$ cat src/rtl/tx_result_sequencer.sv
// tx_result_sequencer: streams a latched ALU result LSB-first through uart_tx.
// Optional TX_CHECKSUM_EN appends an XOR checksum byte after the result bytes.
module tx_result_sequencer #(
    parameter int N_BYTES    = 2,
    parameter int GAP_CYCLES = 16
) (
    input  logic                 clk,
    input  logic                 reset,
    input  logic                 trigger,
    input  logic [8*N_BYTES-1:0] result,
    input  logic                 tx_busy,
    output logic                 tx_start,
    output logic [7:0]           tx_data,
    output logic                 busy,
    output logic                 done
);

    localparam int GW = (GAP_CYCLES > 0) ? $clog2(GAP_CYCLES + 1) : 1;
`ifdef TX_CHECKSUM_EN
    localparam int N_FRAMES = N_BYTES + 1;
`else
    localparam int N_FRAMES = N_BYTES;
`endif
    localparam int IW = (N_FRAMES > 1) ? $clog2(N_FRAMES) : 1;
    localparam logic [IW-1:0] LAST = IW'(N_FRAMES - 1);

    localparam logic [3:0] S_IDLE    = 4'd0;
    localparam logic [3:0] S_LATCH   = 4'd1;
    localparam logic [3:0] S_ARM     = 4'd2;
    localparam logic [3:0] S_LAUNCH  = 4'd3;
    localparam logic [3:0] S_WAIT_HI = 4'd4;
    localparam logic [3:0] S_WAIT_LO = 4'd5;
    localparam logic [3:0] S_GAP     = 4'd6;
    localparam logic [3:0] S_NEXT    = 4'd7;
    localparam logic [3:0] S_FINISH  = 4'd8;

    logic [3:0]           state;
    logic [8*N_BYTES-1:0] shadow;
    logic [IW-1:0]        idx;
    logic [IW-1:0]        idx_nxt;
    logic [GW-1:0]        gap_cnt;
    logic [7:0]           nxt_byte;

`ifdef TX_CHECKSUM_EN
    logic [7:0] csum;

    always_comb begin
        csum = 8'h00;
        for (int k = 0; k < N_BYTES; k++)
            csum = csum ^ shadow[8*k +: 8];
    end
`endif

    // Byte for the frame after the current one; index past the result is the checksum.
    always_comb begin
        idx_nxt  = idx + IW'(1);
        nxt_byte = 8'h00;
        for (int k = 0; k < N_BYTES; k++)
            if (idx_nxt == IW'(k))
                nxt_byte = shadow[8*k +: 8];
`ifdef TX_CHECKSUM_EN
        if (idx_nxt == IW'(N_BYTES))
            nxt_byte = csum;
`endif
    end

    always_ff @(posedge clk or negedge reset) begin
        if (!reset) begin
            state   <= S_IDLE;
            shadow  <= '0;
            idx     <= '0;
            gap_cnt <= '0;
            tx_data <= 8'h00;
            busy    <= 1'b0;
        end else begin
            unique case (state)
                S_IDLE: begin
                    if (trigger) begin
                        shadow <= result;
                        busy   <= 1'b1;
                        state  <= S_LATCH;
                    end
                end
                S_LATCH: begin
                    idx     <= '0;
                    tx_data <= shadow[7:0];
                    state   <= S_ARM;
                end
                S_ARM: begin
                    if (!tx_busy)
                        state <= S_LAUNCH;
                end
                S_LAUNCH: begin
                    state <= S_WAIT_HI;
                end
                S_WAIT_HI: begin
                    if (tx_busy)
                        state <= S_WAIT_LO;
                end
                S_WAIT_LO: begin
                    if (!tx_busy) begin
                        if (GAP_CYCLES == 0) begin
                            state <= S_NEXT;
                        end else begin
                            gap_cnt <= GW'(GAP_CYCLES);
                            state   <= S_GAP;
                        end
                    end
                end
                S_GAP: begin
                    gap_cnt <= gap_cnt - GW'(1);
                    if (gap_cnt == GW'(1))
                        state <= S_NEXT;
                end
                S_NEXT: begin
                    if (idx == LAST) begin
                        state <= S_FINISH;
                    end else begin
                        idx     <= idx_nxt;
                        tx_data <= nxt_byte;
                        state   <= S_ARM;
                    end
                end
                S_FINISH: begin
                    busy  <= 1'b0;
                    state <= S_IDLE;
                end
                default: begin
                    state <= S_IDLE;
                end
            endcase
        end
    end

    assign tx_start = (state == S_LAUNCH);
    assign done     = (state == S_FINISH);

endmodule

$ cat config.mk
export PLATFORM = sky130hd
export DESIGN_NAME = tx_result_sequencer
export DESIGN_NICKNAME = d
export VERILOG_FILES = /design/src/rtl/tx_result_sequencer.sv
export SDC_FILE = /design/constraint.sdc
export NUM_CORES = 1
export LEC_CHECK = 0
export ABC_AREA = 0
export BUFFER_PORTS_ARGS = -buffer_cell sky130_fd_sc_hd__buf_2
export CAP_MARGIN = 10
export CORE_ASPECT_RATIO = 1.75
export CORE_MARGIN = 2
export CORE_UTILIZATION = 47
export CTS_CLUSTER_DIAMETER = 100
export CTS_CLUSTER_SIZE = 20
export DETAILED_ROUTE_END_ITERATION = 8
export PLACE_DENSITY_LB_ADDON = 0.2
export SLEW_MARGIN = 30
export SYNTH_ARGS = -nofsm -noshare
export SYNTH_HDL_FRONTEND = slang
export SYNTH_SLANG_ARGS = --single-unit
$ cat constraint.sdc
create_clock -name clk -period 1.4 [get_ports clk]
set_clock_uncertainty 0.05 [all_clocks]
set_input_delay 0.14 -clock clk [delete_from_list [all_inputs] [get_ports clk]]
set_output_delay 0.14 -clock clk [all_outputs]
set_load 0.03 [all_outputs]
==> run metrics <==
failing checks=negative setup slack; GRT overflow=0; clock latency on the worst-skew pair=0.28 ns; Mapped Nets=146; CTS tree=yes; Clock Path Buffers=2; largest net degree at the start of global routing=19; flops & latches, synth=35; initial antenna violation count=0; most common cell after layout, fill and taps aside=dfrtp_1; core area=roughly 3400 um^2; setup ws final=-0.161 ns; Final Hold Vio Count=0; required time worst endpoint=1.21 ns; Post-synth EDFFs=0; hold path startpoint=result[11]; Peak VDD IR=around 1.6 mV; GPL Wtd Cong=roughly 0.84; CP arrival=around 1.4 ns; Hold EP=shadow[11]; Worst Hold Path Cells=2; most frequent cells in the layout=dfrtp_1, buf_2, buf_4, mux2_4; antenna viol nets, final=0; DIE WIDTH=48.6 um; post-route clock period utilization=111%; clk root buf=clkbuf_8; total wire length=about 3900 um; CP startpoint kind=flop; dpl hpwl=between 2000 and 3000 um; final net count=201; Initial DRT Pass Iterations=4; Sink Count=35; final setup TNS=-3.40 ns; CP Capture Type=output pin; area delta synth->final=35.8%; pwr dens=between 2000 and 2500 nW/um^2; Post-Syn Area=approximately 1600 um^2; worst r2r src=state[2]; Die ar.=roughly 4000 um^2; drt wl/cell=roughly 17 um; Top FF cell, synth=dfrtp_1; async set or reset register ratio after synthesis=100%; r2r endpoint=shadow[13]; CTS buffer count=5; clock-pin slew of the registers on the worst-case setup and hold paths=approximately 0.07 ns; IO Count=31; Mean Syn Cell Area=around 13 um^2; first-pass GRT wire length=approximately 6300 um; detailed-route via count=approximately 1.2k; Initial Utilization=around half; placed insts=a little over 200; RSZ-0062 raised after global routing=yes; Seq/Total Area, Yosys=between 50% and 60%; Starting DRT DRC Count=16; Total GRT Usage=between 20% and 30%; number of global-route vias before repair=between 1k and 1.5k; dpl ws=-0.242 ns; H-tree depth=2; Slew Limit Fails=0; final non-filler cell total=roughly 220; Slew @ Worst Pin=around 0.46 ns; P_leak=roughly 1 nW; share of cells above drive strength 1=51.4%; DRC Markers=0; vias per inst=roughly 5.5; Row Count=28; Die Ht=about 80 um; port bufs=30; Worst R2R Setup Slack=-0.15 ns; Achievable Freq=~0.64 GHz; Cells after Synth=~120; worst-path fanout max=7; crit path time final=around 1.6 ns; Yosys Warn Count=0; Hold Path Class=in2reg; outcome=finished with violations; n_diodes=0; maxcap violations=0; crit path kind=reg2out; Synth cell types=36; normalized max-slew margin=between 60% and 70%; reg2reg path depth=4; endpoints failing setup=34; Layout fillers=286
-- worst max path at each step --
stage	start	endpoint	slack, ns	cells past startpoint
CTS	state[3]	tx_data[3]	-0.16	3
global route	state[1]	done	-0.22	3
floorplan	state[2]	shadow[0]	-0.20	5
finish	state[1]	done	-0.16	3
detailed placement	state[0]	tx_data[3]	-0.24	3
global placement	state[0]	tx_data[2]	-0.18	3
-- per-layer routing --
metal	share of wire, %	track usage, %
met1	37	22.5
met2	59	42.2
met3	2.8	4.73
met4	1.5	8.86
met5	0	0
-- critical path, cell delays in order (launching register included) --
cell and delay [ns]:
dfrtp_2 0.49, buf_6 0.15, nor4b_4 0.28, buf_6 0.17
-- final cells by class --
class	instances	area (um^2)	share of cell area (%)
sequential	35	881	39.7
multi-input combinational	80	825	37.1
timing repair buffer	52	352	15.8
clock buffer	6	82.6	3.72
tap	45	56.3	2.54
inverter	5	18.8	0.846
clock inverter	1	5.00	0.225
-- cells in the mapped netlist (2+ instances only) --
library cell | number | share of area (%)
nand2_1 | 2 | 0.46
buf_2 | 2 | 0.61
buf_6 | 2 | 1.4
a221o_1 | 8 | 4.9
nor3b_1 | 2 | 0.92
mux2_4 | 9 | 8.3
nor2_1 | 5 | 1.1
inv_1 | 5 | 1.1
a21oi_1 | 3 | 0.92
ha_1 | 2 | 1.5
and2_1 | 8 | 3.1
nor4b_1 | 2 | 1.1
o21ai_0 | 4 | 1.2
nor3_1 | 5 | 1.5
dfrtp_1 | 35 | 54
nor2b_1 | 2 | 0.77
o2bb2ai_1 | 3 | 1.6
mux2_2 | 7 | 4.8
-- timing repair --
action                     4_1_cts  5_1_grt
pin swaps                        2        2
hold endpoints to repair        17        0
setup buffers                    7        0
resized for setup               19        6
hold buffers                     1        0
gates cloned                     2        0
setup endpoints to repair       31       33
-- state kept, by name, indices dropped and copies added, names as in the netlist --
| name | cells |
|---|---|
| state | 4 |
| gap_cnt | 5 |
| shadow | 16 |
| busy | 1 |
| tx_data | 8 |
| idx | 1 |
-- metrics by stage --
step / power [W] / hold slack [ns] / util [%] / cell area, um^2
floorplan: 0.00343 / -0.206 / - / 1660
finish: 0.00532 / 0.0309 / 66.0 / 2220
global route: 0.00568 / 0.0251 / 66.0 / 2220
global placement: 0.00400 / 0.0561 / 57.4 / 1930
detailed placement: 0.00413 / 0.0665 / 57.4 / 1930
CTS: 0.00526 / 0.0237 / 64.8 / 2180
-- power by group --
part	switching, W	total, W	internal, W	leakage, nW
combinational	0.00127	0.00264	0.00137	0.567
clock	0.000346	0.000732	0.000386	0.0470
sequential	0.000426	0.00194	0.00152	0.416
-- logic make-up (layout without fill, tap and decap cells) --
family          Yosys count  after routing  synth area share, %
simple gates             32             34                 13.6
fa+ha+maj                 2              2                 1.53
compound gates           26             26                 13.3
mux                      16             16                 13.1
xor+xnor                  2              2                 1.07
buf+inv                  11             64                 3.83
flops                    35             35                 53.6
Power figures use the tool's default switching activity.
